$ cat src/rtl/mem_ctrl_if.sv
// Signal bundle between mem_ctrl, its requesters (LSB, fetch unit) and the byte-wide RAM.
interface mem_ctrl_if;
  logic        rdy;
  logic        flush;
  logic [31:0] lsb_oprand;
  logic [31:0] lsb_addr;
  logic [31:0] lsb_wdata;
  logic [1:0]  ready;
  logic [31:0] mem_data;
  logic        if_req;
  logic [31:0] if_addr;
  logic        if_done;
  logic [31:0] if_data;
  logic [7:0]  mem_din;
  logic [7:0]  mem_dout;
  logic [31:0] mem_a;
  logic        mem_wr;
  logic        io_buffer_full;

  modport master (
    output rdy, flush, lsb_oprand, lsb_addr, lsb_wdata, if_req, if_addr, mem_din, io_buffer_full,
    input  ready, mem_data, if_done, if_data, mem_dout, mem_a, mem_wr
  );

  modport slave (
    input  rdy, flush, lsb_oprand, lsb_addr, lsb_wdata, if_req, if_addr, mem_din, io_buffer_full,
    output ready, mem_data, if_done, if_data, mem_dout, mem_a, mem_wr
  );
endinterface

$ cat src/rtl/mem_ctrl.sv
// Byte-serial memory controller: splits LSB loads/stores and instruction fetches into
// 1/2/4 sequential byte accesses on a single-port byte-wide RAM.
module mem_ctrl #(
  parameter logic [1:0] IO_MASK = 2'b11
) (
  input  logic      clk,
  input  logic      rst,
  mem_ctrl_if.slave bus
);

  typedef enum logic [1:0] {S_IDLE, S_LOAD, S_STORE, S_FETCH} state_t;

  localparam logic [2:0] F3_B  = 3'b000;
  localparam logic [2:0] F3_H  = 3'b001;
  localparam logic [2:0] F3_W  = 3'b010;
  localparam logic [2:0] F3_BU = 3'b100;
  localparam logic [2:0] F3_HU = 3'b101;

  state_t      r_state, w_state_nxt;
  logic [2:0]  r_k, w_k_nxt;
  logic [31:0] r_base;
  logic [31:0] r_wdata;
  logic [2:0]  r_funct3;
  logic [23:0] r_buf;
  logic        r_held;
  logic [7:0]  r_din_hold;
  logic        r_load_done;
  logic        r_if_done;
  logic [31:0] r_mem_data;
  logic [31:0] r_if_data;

  logic [2:0]  w_n;
  logic        w_io_stall;
  logic        w_wr_ok;
  logic        w_accept;
  logic        w_finish;
  logic        w_capture;
  logic [7:0]  w_din;
  logic [7:0]  w_dout;
  logic [31:0] w_word;
  logic [31:0] w_ext;
  logic        w_unused;

  assign w_unused = ^{bus.lsb_oprand[31:21], bus.lsb_oprand[19:15],
                      bus.lsb_oprand[11:6], bus.lsb_oprand[4:0]};

  always_comb begin
    case (r_funct3[1:0])
      2'b00:   w_n = 3'd1;
      2'b01:   w_n = 3'd2;
      default: w_n = 3'd4;
    endcase
  end

  assign w_io_stall = (r_base[17:16] == IO_MASK) && bus.io_buffer_full;
  assign w_wr_ok    = (r_state == S_STORE) && !w_io_stall;

  // While frozen the RAM keeps answering for the held address, so the byte that was
  // in flight when rdy dropped is kept aside and used on the first active edge.
  assign w_din = r_held ? r_din_hold : bus.mem_din;

  always_comb begin
    w_dout = '0;
    if (r_state == S_STORE) begin
      case (r_k[1:0])
        2'd0:    w_dout = r_wdata[7:0];
        2'd1:    w_dout = r_wdata[15:8];
        2'd2:    w_dout = r_wdata[23:16];
        default: w_dout = r_wdata[31:24];
      endcase
    end
  end

  assign bus.mem_wr   = bus.rdy && !rst && w_wr_ok;
  assign bus.mem_a    = (r_state == S_IDLE) ? 32'd0 : r_base + {29'd0, r_k};
  assign bus.mem_dout = w_dout;
  assign bus.ready    = {r_load_done, r_state == S_IDLE};
  assign bus.mem_data = r_mem_data;
  assign bus.if_done  = r_if_done;
  assign bus.if_data  = r_if_data;

  // The last byte is taken straight from the RAM bus on the finishing edge.
  always_comb begin
    w_word = {8'h00, r_buf};
    case (r_k)
      3'd1:    w_word[7:0]   = w_din;
      3'd2:    w_word[15:8]  = w_din;
      default: w_word[31:24] = w_din;
    endcase
    case (r_funct3)
      F3_B:    w_ext = {{24{w_word[7]}}, w_word[7:0]};
      F3_BU:   w_ext = {24'd0, w_word[7:0]};
      F3_H:    w_ext = {{16{w_word[15]}}, w_word[15:0]};
      F3_HU:   w_ext = {16'd0, w_word[15:0]};
      default: w_ext = w_word;
    endcase
  end

  always_comb begin
    // NOTE: every signal driven here gets a default first, so no path can infer a latch.
    w_state_nxt = r_state;
    w_k_nxt     = r_k;
    w_accept    = 1'b0;
    w_finish    = 1'b0;
    w_capture   = 1'b0;
    case (r_state)
      S_IDLE: begin
        if (!bus.flush && (bus.lsb_oprand[20] || bus.if_req)) begin
          w_accept = 1'b1;
          w_k_nxt  = 3'd0;
          if (bus.lsb_oprand[20]) w_state_nxt = bus.lsb_oprand[5] ? S_STORE : S_LOAD;
          else                    w_state_nxt = S_FETCH;
        end
      end
      S_LOAD, S_FETCH: begin
        if (bus.flush) begin
          w_state_nxt = S_IDLE;
          w_k_nxt     = 3'd0;
        end else if (r_k == w_n) begin
          w_finish    = 1'b1;
          w_state_nxt = S_IDLE;
          w_k_nxt     = 3'd0;
        end else begin
          w_capture = (r_k != 3'd0);
          w_k_nxt   = r_k + 3'd1;
        end
      end
      S_STORE: begin
        if (w_wr_ok) begin
          if (r_k == w_n - 3'd1) begin
            w_state_nxt = S_IDLE;
            w_k_nxt     = 3'd0;
          end else begin
            w_k_nxt = r_k + 3'd1;
          end
        end
      end
      default: w_state_nxt = S_IDLE;
    endcase
  end

  always_ff @(posedge clk) begin
    // NOTE: state registers use non-blocking assignments so every flop samples pre-edge values.
    if (rst) begin
      r_state     <= S_IDLE;
      r_k         <= 3'd0;
      r_base      <= '0;
      r_wdata     <= '0;
      r_funct3    <= '0;
      r_buf       <= '0;
      r_held      <= 1'b0;
      r_din_hold  <= '0;
      r_load_done <= 1'b0;
      r_if_done   <= 1'b0;
      r_mem_data  <= '0;
      r_if_data   <= '0;
    end else if (!bus.rdy) begin
      if (!r_held) r_din_hold <= bus.mem_din;
      r_held <= 1'b1;
    end else begin
      r_held      <= 1'b0;
      r_state     <= w_state_nxt;
      r_k         <= w_k_nxt;
      r_load_done <= 1'b0;
      r_if_done   <= 1'b0;
      if (w_accept) begin
        if (bus.lsb_oprand[20]) begin
          r_base   <= bus.lsb_addr;
          r_funct3 <= bus.lsb_oprand[14:12];
          r_wdata  <= bus.lsb_wdata;
        end else begin
          r_base   <= bus.if_addr;
          r_funct3 <= F3_W;
        end
      end
      if (w_capture) begin
        case (r_k)
          3'd1:    r_buf[7:0]   <= w_din;
          3'd2:    r_buf[15:8]  <= w_din;
          default: r_buf[23:16] <= w_din;
        endcase
      end
      if (w_finish) begin
        if (r_state == S_LOAD) begin
          r_mem_data  <= w_ext;
          r_load_done <= 1'b1;
        end else begin
          r_if_data <= w_word;
          r_if_done <= 1'b1;
        end
      end
    end
  end

endmodule

$ cat src/flat_wrapper.sv
// flat-port wrapper written by rule: the top's interface ports become plain ports
module mem_ctrl_flat 
#(
  parameter logic [1:0] IO_MASK = 2'b11
)
  (clk, rst, bus_rdy, bus_flush, bus_lsb_oprand, bus_lsb_addr, bus_lsb_wdata, bus_if_req, bus_if_addr, bus_mem_din, bus_io_buffer_full, bus_ready, bus_mem_data, bus_if_done, bus_if_data, bus_mem_dout, bus_mem_a, bus_mem_wr);
  mem_ctrl_if bus_i ();
  input  logic clk;
  input  logic rst;
  input wire logic [$bits(bus_i.rdy)-1:0] bus_rdy;
  input wire logic [$bits(bus_i.flush)-1:0] bus_flush;
  input wire logic [$bits(bus_i.lsb_oprand)-1:0] bus_lsb_oprand;
  input wire logic [$bits(bus_i.lsb_addr)-1:0] bus_lsb_addr;
  input wire logic [$bits(bus_i.lsb_wdata)-1:0] bus_lsb_wdata;
  input wire logic [$bits(bus_i.if_req)-1:0] bus_if_req;
  input wire logic [$bits(bus_i.if_addr)-1:0] bus_if_addr;
  input wire logic [$bits(bus_i.mem_din)-1:0] bus_mem_din;
  input wire logic [$bits(bus_i.io_buffer_full)-1:0] bus_io_buffer_full;
  output wire logic [$bits(bus_i.ready)-1:0] bus_ready;
  output wire logic [$bits(bus_i.mem_data)-1:0] bus_mem_data;
  output wire logic [$bits(bus_i.if_done)-1:0] bus_if_done;
  output wire logic [$bits(bus_i.if_data)-1:0] bus_if_data;
  output wire logic [$bits(bus_i.mem_dout)-1:0] bus_mem_dout;
  output wire logic [$bits(bus_i.mem_a)-1:0] bus_mem_a;
  output wire logic [$bits(bus_i.mem_wr)-1:0] bus_mem_wr;
  assign bus_i.rdy = bus_rdy;
  assign bus_i.flush = bus_flush;
  assign bus_i.lsb_oprand = bus_lsb_oprand;
  assign bus_i.lsb_addr = bus_lsb_addr;
  assign bus_i.lsb_wdata = bus_lsb_wdata;
  assign bus_i.if_req = bus_if_req;
  assign bus_i.if_addr = bus_if_addr;
  assign bus_i.mem_din = bus_mem_din;
  assign bus_i.io_buffer_full = bus_io_buffer_full;
  assign bus_ready = bus_i.ready;
  assign bus_mem_data = bus_i.mem_data;
  assign bus_if_done = bus_i.if_done;
  assign bus_if_data = bus_i.if_data;
  assign bus_mem_dout = bus_i.mem_dout;
  assign bus_mem_a = bus_i.mem_a;
  assign bus_mem_wr = bus_i.mem_wr;
  mem_ctrl #(.IO_MASK(IO_MASK)) u_core (.clk(clk), .rst(rst), .bus(bus_i));
endmodule
$ cat config.mk
export PLATFORM = sky130hd
export DESIGN_NAME = mem_ctrl_flat
export DESIGN_NICKNAME = d
export VERILOG_FILES = /design/src/rtl/mem_ctrl_if.sv /design/src/rtl/mem_ctrl.sv /design/src/flat_wrapper.sv
export SDC_FILE = /design/constraint.sdc
export NUM_CORES = 1
export LEC_CHECK = 0
export BUFFER_PORTS_ARGS = -buffer_cell sky130_fd_sc_hd__buf_2
export CORE_AREA = 2 2 149 151
export CTS_CLUSTER_SIZE = 14
export DETAILED_ROUTE_END_ITERATION = 7
export DIE_AREA = 0 0 151 153
export GPL_ROUTABILITY_DRIVEN = 0
export PLACE_DENSITY = 0.68
export SLEW_MARGIN = 40
export SYNTH_ARGS = -nofsm -noshare
export SYNTH_HDL_FRONTEND = slang
export SYNTH_SLANG_ARGS = --single-unit
$ cat constraint.sdc
create_clock -name clk -period 2.5 [get_ports clk]
set_clock_uncertainty 0.2 [all_clocks]
set_input_delay 0.25 -clock clk [delete_from_list [all_inputs] [get_ports clk]]
set_output_delay 0.25 -clock clk [all_outputs]
set_load 0.05 [all_outputs]
==> results.yml, run 1 <==
timing:
  slew_viol_final: 0
  finalCriticalPeriod_ps: 2931
  hold_viol_final: 1
  worst_slew_pin_slew_ps: 665.6
  setup-violations-final: 52
  period_share: 1.172
  fmax_mhz: 341.2
  grt_setup_unrepaired: "yes"
  fin_ws_ps: -430.8
  hold_ws_ps: -12.55
  relSlewSlack: 0.5563
  fin_setup_tns_ps: -9719
run_status:
  violations: "hold timing, setup timing"
  status: "finished with violations"
synth:
  ys_seq_area_frac: 0.4257
  synth_fp_nets: 1148
  synth_cell_types: 58
  ys_warn_count: 0
  synth-main-ff-cell: "dfxtp_1"
  netlist_instances: 998
  synth_edf_count: 0
  synthArstFlopShare: 0
  syn_area_sq_um: 8041
  synth_area_per_cell_sq_um: 8.058
  ys_ff_latch: 171
floorplan:
  rows: 54
  die_area_sq_um: 23100
  ios: 250
  core-area_sq_um: 21490
  die-width_microns: 151
  initial_core_util: 0.3743
  die_y_microns: 153
clocking:
  cts_tree: "built"
  htree_levels: 4
  clk_pin_slew_worst_paths_ps: 70
  cts_buffers: 17
  cts_sinks: 171
  cts_buffer_depth: 2
  insertion_delay_ps: 430
  cts_root_buf: "clkbuf_16"
detailed_routing:
  num_vias: 8377
  drt-total-wl_microns: 27520
  drt_iter0_markers: 541
  firstDrtPassIters: 7
  drc: 0
  post_drt_wl_per_cell_microns: 17.10
  ant_nets: 0
  routed_via_density: 5.206
global_route:
  grt_pass1_wl_microns: 41640
  antenna_found_initial: 3
  grt_max_degree: 77
  grt_pass1_vias: 8182
  grt-ovfl-total: 0
  grt_usage: 0.2265
layout:
  mostFrequentLayoutCell: "buf_2"
  layout_common_cells: "buf_2, nand2_1, dfxtp_1, nor2_1, a21oi_1"
  ff_latch_area_sq_um: 3435
  fillers: 1858
  drive_gt1_frac: 0.3592
  area_growth_pct: 53.15
  layout.nets: 1465
  multiInputGateArea_sq_um: 4962
critical_path:
  start_kind: "flip-flop"
  cp-end-kind: "primary output"
  reg2reg_setup_slack_ps: -20
  path_class: "reg2out"
  cp_max_fo: 9
  worstPathArrival_ps: 2480
  crit_required_ps: 2050
hold_path:
  hold_path_class: "in2reg"
power:
  powerDensity_nw_per_um2: 551.1
  power.leakage_nw: 4.946
  power.total_mw: 6.787
  ir_drop_mv: 0.4367
job:
  maxCapViolCount: 0
placement:
  io_buffer_count: 222
  dp_hpwl_microns: 16860
## cell type report
type	count	area share
Tap cell	280	0.02845
Multi-Input combinational cell	734	0.4029
Clock inverter	14	0.01463
Antenna cell	1	0.0002032
Clock buffer	18	0.03566
Sequential cell	171	0.2789
Inverter	13	0.004165
Timing Repair Buffer	378	0.2351
## per-layer routing
| layer | share of wire | vias to the layer above | global-route usage |
|---|---|---|---|
| met4 | 0.036 | 4 | 0.07566 |
| met1 | 0.41 | 3925 | 0.2761 |
| met3 | 0.055 | 76 | 0.05104 |
| met2 | 0.49 | 291 | 0.3918 |
| met5 | 0.00087 | - | 0 |
| li1 | - | 4081 | - |
## power breakdown
part	switching, mW	internal (mW)	leakage (nW)	total, mW
logic	0.642	0.460	3.25	1.10
registers	0.0783	2.81	1.39	2.89
clock network	1.18	1.62	0.304	2.80
total	1.90	4.89	4.95	6.79
## cell usage after synthesis (all sizes together) (4+ instances only)
library cell / instances / area, sq um
buf: 20 / 105.1
nand4: 6 / 43.79
mux2i: 49 / 490.5
or3: 4 / 25.02
clkbuf: 61 / 229.0
nor4: 7 / 43.79
xor2: 6 / 52.55
nand3: 10 / 50.05
nor3b: 4 / 30.03
dfxtp: 171 / 3423
xnor2: 21 / 183.9
nand3b: 8 / 60.06
nor2: 160 / 608.1
ha: 7 / 87.58
a211oi: 65 / 570.6
a21oi: 99 / 506.7
a222oi: 8 / 80.08
nor4b: 7 / 73.82
o21ai: 19 / 95.09
nand2b: 8 / 50.05
inv: 13 / 48.80
nor3: 25 / 125.1
nand2: 178 / 668.1
## stage by stage
stage               worst slack, ps  hold WS, ps  area [sq um]  std cells  utilization
floorplan                    -140.7        186.0          8260        998            -
global placement             -226.2        237.4          9987       1487       0.4648
detailed placement           -287.2        244.6          9987       1487       0.4648
CTS                          -357.0        2.062         11910       1598       0.5542
global route                 -514.2       -2.916         12320       1609       0.5732
finish                       -430.8       -12.55         12320       1609       0.5732
## critical path: stages (launching register included)
cell     delay [ps]
dfxtp_2         320
buf_6           130
ha_1            270
a21o_1          170
a21oi_1         260
buf_6           240
buf_4           150
nor3_4           50
xnor2_2         170
nor2_4          110
buf_6           170
## repair_timing
action,in CTS,in global routing
hold endpoints to repair,56,0
setup buffers,7,9
resized for setup,132,49
pin swaps,52,38
setup endpoints to repair,37,104
hold buffers,71,0
cloned,1,2
## sequential cells by signal (all words and copies together), names as in the netlist, 3 cells and up
name / count
u_core.r_wdata: 32
u_core.r_buf: 24
u_core.r_base: 32
u_core.bus.mem_data: 32
u_core.bus.if_data: 32
u_core.r_funct3: 3
u_core.r_k: 3
u_core.r_din_hold: 8
## logic make-up (layout without fill, tap and decap cells)
kind of cell / after synthesis / after routing / share of synthesized area
multiplexers: 52 / 52 / 0.06519
other: 0 / 1 / 0
adder cells (fa/ha/maj): 8 / 8 / 0.01338
buffers and inverters: 94 / 423 / 0.04761
AND/OR/NAND/NOR: 436 / 437 / 0.2395
XOR/XNOR: 27 / 27 / 0.02941
AO/OA/AOI/OAI: 210 / 210 / 0.1792
flip-flops: 171 / 171 / 0.4257
## worst paths after layout
path,startpoint,depth (start not counted),end
max reg2reg,u_core.r_k[0]$_SDFFE_PP0P_,10,u_core.bus.if_data[26]$_SDFFE_PP0P_
max,u_core.r_k[1]$_SDFFE_PP0P_,10,bus_mem_a[25]
min reg2reg,u_core.bus.if_data[13]$_SDFFE_PP0P_,2,u_core.bus.if_data[13]$_SDFFE_PP0P_
min,bus_if_addr[22],3,u_core.r_base[22]$_SDFFE_PP0P_
Power figures use the tool's default switching activity.
==> inputs of run 2 (changes only) <==
--- a/config.mk
+++ b/config.mk
@@ -5,14 +5,15 @@
 export SDC_FILE = /design/constraint.sdc
 export NUM_CORES = 1
 export LEC_CHECK = 0
+export ABC_AREA = 1
 export BUFFER_PORTS_ARGS = -buffer_cell sky130_fd_sc_hd__buf_2
-export CORE_AREA = 2 2 149 151
+export CORE_AREA = 2 2 153 155
 export CTS_CLUSTER_SIZE = 14
 export DETAILED_ROUTE_END_ITERATION = 7
-export DIE_AREA = 0 0 151 153
+export DIE_AREA = 0 0 155 157
 export GPL_ROUTABILITY_DRIVEN = 0
-export PLACE_DENSITY = 0.68
-export SLEW_MARGIN = 40
+export PLACE_DENSITY = 0.67
+export SLEW_MARGIN = 15
 export SYNTH_ARGS = -nofsm -noshare
 export SYNTH_HDL_FRONTEND = slang
 export SYNTH_SLANG_ARGS = --single-unit
==> constraint.sdc (replaced) <==
create_clock -name clk -period 2.5 [get_ports clk]
set_clock_uncertainty 0.2 [all_clocks]
set_input_delay 0.125 -clock clk [delete_from_list [all_inputs] [get_ports clk]]
set_output_delay 0.125 -clock clk [all_outputs]
set_load 0.05 [all_outputs]
==> run 2 against run 1 <==
The run ends with setup timing left. Design area decreased by 1.7%. Largest cell class unchanged. Register-to-register slack improved by 230 ps. Clock-buffer cell count decreased by 1.
==> results.yml, run 2 <==
critical_path:
  worstPathArrival_ps: 2270
  start_kind: "flip-flop"
  worstReg2RegStart: "u_core.r_state[1]$_SDFFE_PP0P_"
  timing.critical_path.mode_cell: "inv_2"
  cp-end-kind: "primary output"
  path_cells: "ha_4 > inv_2 > fa_2 > inv_2 > nand2_4 > nand2_4 > nand2_4 > inv_2 > nand2_2 > inv_2 > nand2_2 > xor2_1 > nor2_2 > buf_6"
  cp_max_fo: 3
  r2r_cells: 7
  reg2reg_setup_slack_ps: 210
  reg2reg_to: "u_core.r_base[1]$_SDFFE_PP0P_"
  slowest_delay_ps: 350
  path_class: "reg2out"
  crit_start: "u_core.r_base[0]$_SDFFE_PP0P_"
  crit_required_ps: 2170
  crit_slowest_cell: "dfxtp_2"
  crit_path_end: "bus_mem_a[24]"
timing:
  worst_slew_pin_slew_ps: 1008
  hold_ws_ps: 35.05
  finalCriticalPeriod_ps: 2599
  hold_viol_final: 0
  relSlewSlack: 0.3275
  fin_ws_ps: -98.80
  fmax_mhz: 384.8
  fin_setup_tns_ps: -408.7
  slew_viol_final: 0
  setup-violations-final: 9
  grt_setup_unrepaired: "yes"
  period_share: 1.040
synth:
  netlist_instances: 1300
  synth_fp_nets: 1450
  yosysTopAreaCell: "dfxtp_1"
  syn_area_sq_um: 8464
  synth_cell_types: 32
  synth-main-ff-cell: "dfxtp_1"
  ys_seq_area_frac: 0.4044
  synthArstFlopShare: 0
  synth_area_per_cell_sq_um: 6.511
  synth.top_cell.area_share: 0.4044
  synth_area_leaders: "dfxtp_1, nand2_1, nor2_1"
  ys_ff_latch: 171
  synth_edf_count: 0
  ys_top_cells_by_count: "nand2_1, nor2_1, dfxtp_1, o21ai_0"
  ys_warn_count: 0
  yosysMostFrequentCell: "nand2_1"
placement:
  io_buffer_count: 222
  placed_area_sq_um: 9908
  dp_hpwl_microns: 19470
job:
  maxCapViolCount: 0
clocking:
  cts_root_buf: "clkbuf_16"
  clk_pin_slew_worst_paths_ps: 70
  cts_buffer_depth: 2
  htree_levels: 4
  insertion_delay_ps: 430
  cts_buffers: 17
  cts_sinks: 171
  cts_tree: "built"
floorplan:
  ios: 250
  initial_core_util: 0.3761
  die-width_microns: 155
  core-area_sq_um: 22500
  rows: 55
  die_y_microns: 157
  die_area_sq_um: 24340
run_status:
  status: "finished with violations"
  violations: "setup timing"
detailed_routing:
  num_vias: 9736
  routed_via_density: 5.071
  post_drt_wl_per_cell_microns: 15.00
  drt_iter0_markers: 745
  drt-total-wl_microns: 28790
  ant_nets: 0
  firstDrtPassIters: 5
  drc: 0
hold_path:
  hold_path_class: "in2reg"
layout:
  drive_gt1_frac: 0.2290
  layout_common_cells: "nand2_1, buf_2, nor2_1, dfxtp_1, dlygate4sd3_1"
  utilization: 0.5378
  fillers: 2150
  mostFrequentLayoutCell: "nand2_1"
  layout.nets: 1770
  area_growth_pct: 42.99
  stdcell_area_sq_um: 12100
global_route:
  grt-ovfl-total: 0
  antenna_found_initial: 2
  grt_pass1_vias: 9175
  grt_max_degree: 67
  grt_pass1_wl_microns: 45420
  grt_usage: 0.2304
power:
  power.total_mw: 6.747
  ir_drop_mv: 0.3533
  powerDensity_nw_per_um2: 557.5
  power.leakage_nw: 5.523
run 2: cell types whose count changed in the layout (fill, tap and decap cells not counted), moves of 39 or more:
cell           delta
a31oi_1          +39
mux2i_1          -49
nand3_1          +79
dlygate4sd3_1    +41
nor2_1           +54
inv_1            +58
nand2_1         +182
a211oi_1         -45
o21ai_0          +87
run 2: through the flow:
step,setup slack [ps],std cells
finish,-98.80,1920
global placement,99.09,1764
floorplan,-144.6,1300
global route,-195.2,1920
CTS,-174.8,1917
detailed placement,46.12,1764
run 2: timing repair:
action / in CTS / in global routing
resized for setup: 76 / 47
setup endpoints to repair: 26 / 35
pin swaps: 16 / 19
hold endpoints to repair: 87 / 0
setup buffers: 9 / 1
hold buffers: 112 / 0
run 2: layout make-up:
cell class	instances	area, sq um	area share
clock buffers	17	425.4	0.03515
repair buffers	381	2776	0.2294
well taps	285	356.6	0.02946
clock inverters	15	198.9	0.01644
flip-flops and latches	171	3431	0.2835
inverters	86	322.8	0.02667
diodes	2	5.005	0.0004135
multi-input cells	963	4587	0.3790
run 2: worst min-delay path by stage:
stage | start | to | slack (ps) | cells past startpoint
6_report | bus_lsb_oprand[20] | u_core.r_funct3[1]$_SDFFE_PP0P_ | 40 | 5
5_1_grt | bus_lsb_oprand[20] | u_core.r_funct3[1]$_SDFFE_PP0P_ | 100 | 5
4_1_cts | bus_lsb_oprand[20] | u_core.r_funct3[1]$_SDFFE_PP0P_ | 40 | 5
3_5_place_dp | bus_lsb_wdata[21] | u_core.r_wdata[21]$_SDFFE_PP0P_ | 150 | 3
3_3_place_gp | bus_lsb_wdata[26] | u_core.r_wdata[26]$_SDFFE_PP0P_ | 150 | 3
2_1_floorplan | rst | u_core.r_held$_SDFF_PP0_ | 40 | 1
run 2: critical path, delay by kind of cell, from the launching register on:
| family | cells | cell delay (ps) |
|---|---|---|
| xor+xnor | 1 | 150 |
| fa+ha+maj | 2 | 480 |
| buf+inv | 5 | 450 |
| flops | 1 | 350 |
| simple gates | 6 | 420 |
run 2: metal layers:
| metal | part of all wire | track usage |
|---|---|---|
| met5 | 0 | 0 |
| met4 | 0.034 | 0.09700 |
| met3 | 0.069 | 0.04598 |
| met2 | 0.46 | 0.3714 |
| met1 | 0.43 | 0.3015 |
run 2: power by group:
part | switching (mW) | internal [mW]
Clock | 1.29 | 1.45
Combinational | 0.677 | 0.424
Sequential | 0.0912 | 2.82
run 2: kinds of logic (layout without fill, tap and decap cells):
kind of cell             after synthesis  count (layout)  share of synthesized area
AND/OR/NAND/NOR                      698             698                     0.3354
adder cells (fa/ha/maj)                8               8                    0.01271
other                                  0               2                          0
buffers and inverters                166             499                    0.08189
AO/OA/AOI/OAI                        244             244                     0.1521
XOR/XNOR                              13              13                    0.01345
flip-flops                           171             171                     0.4044
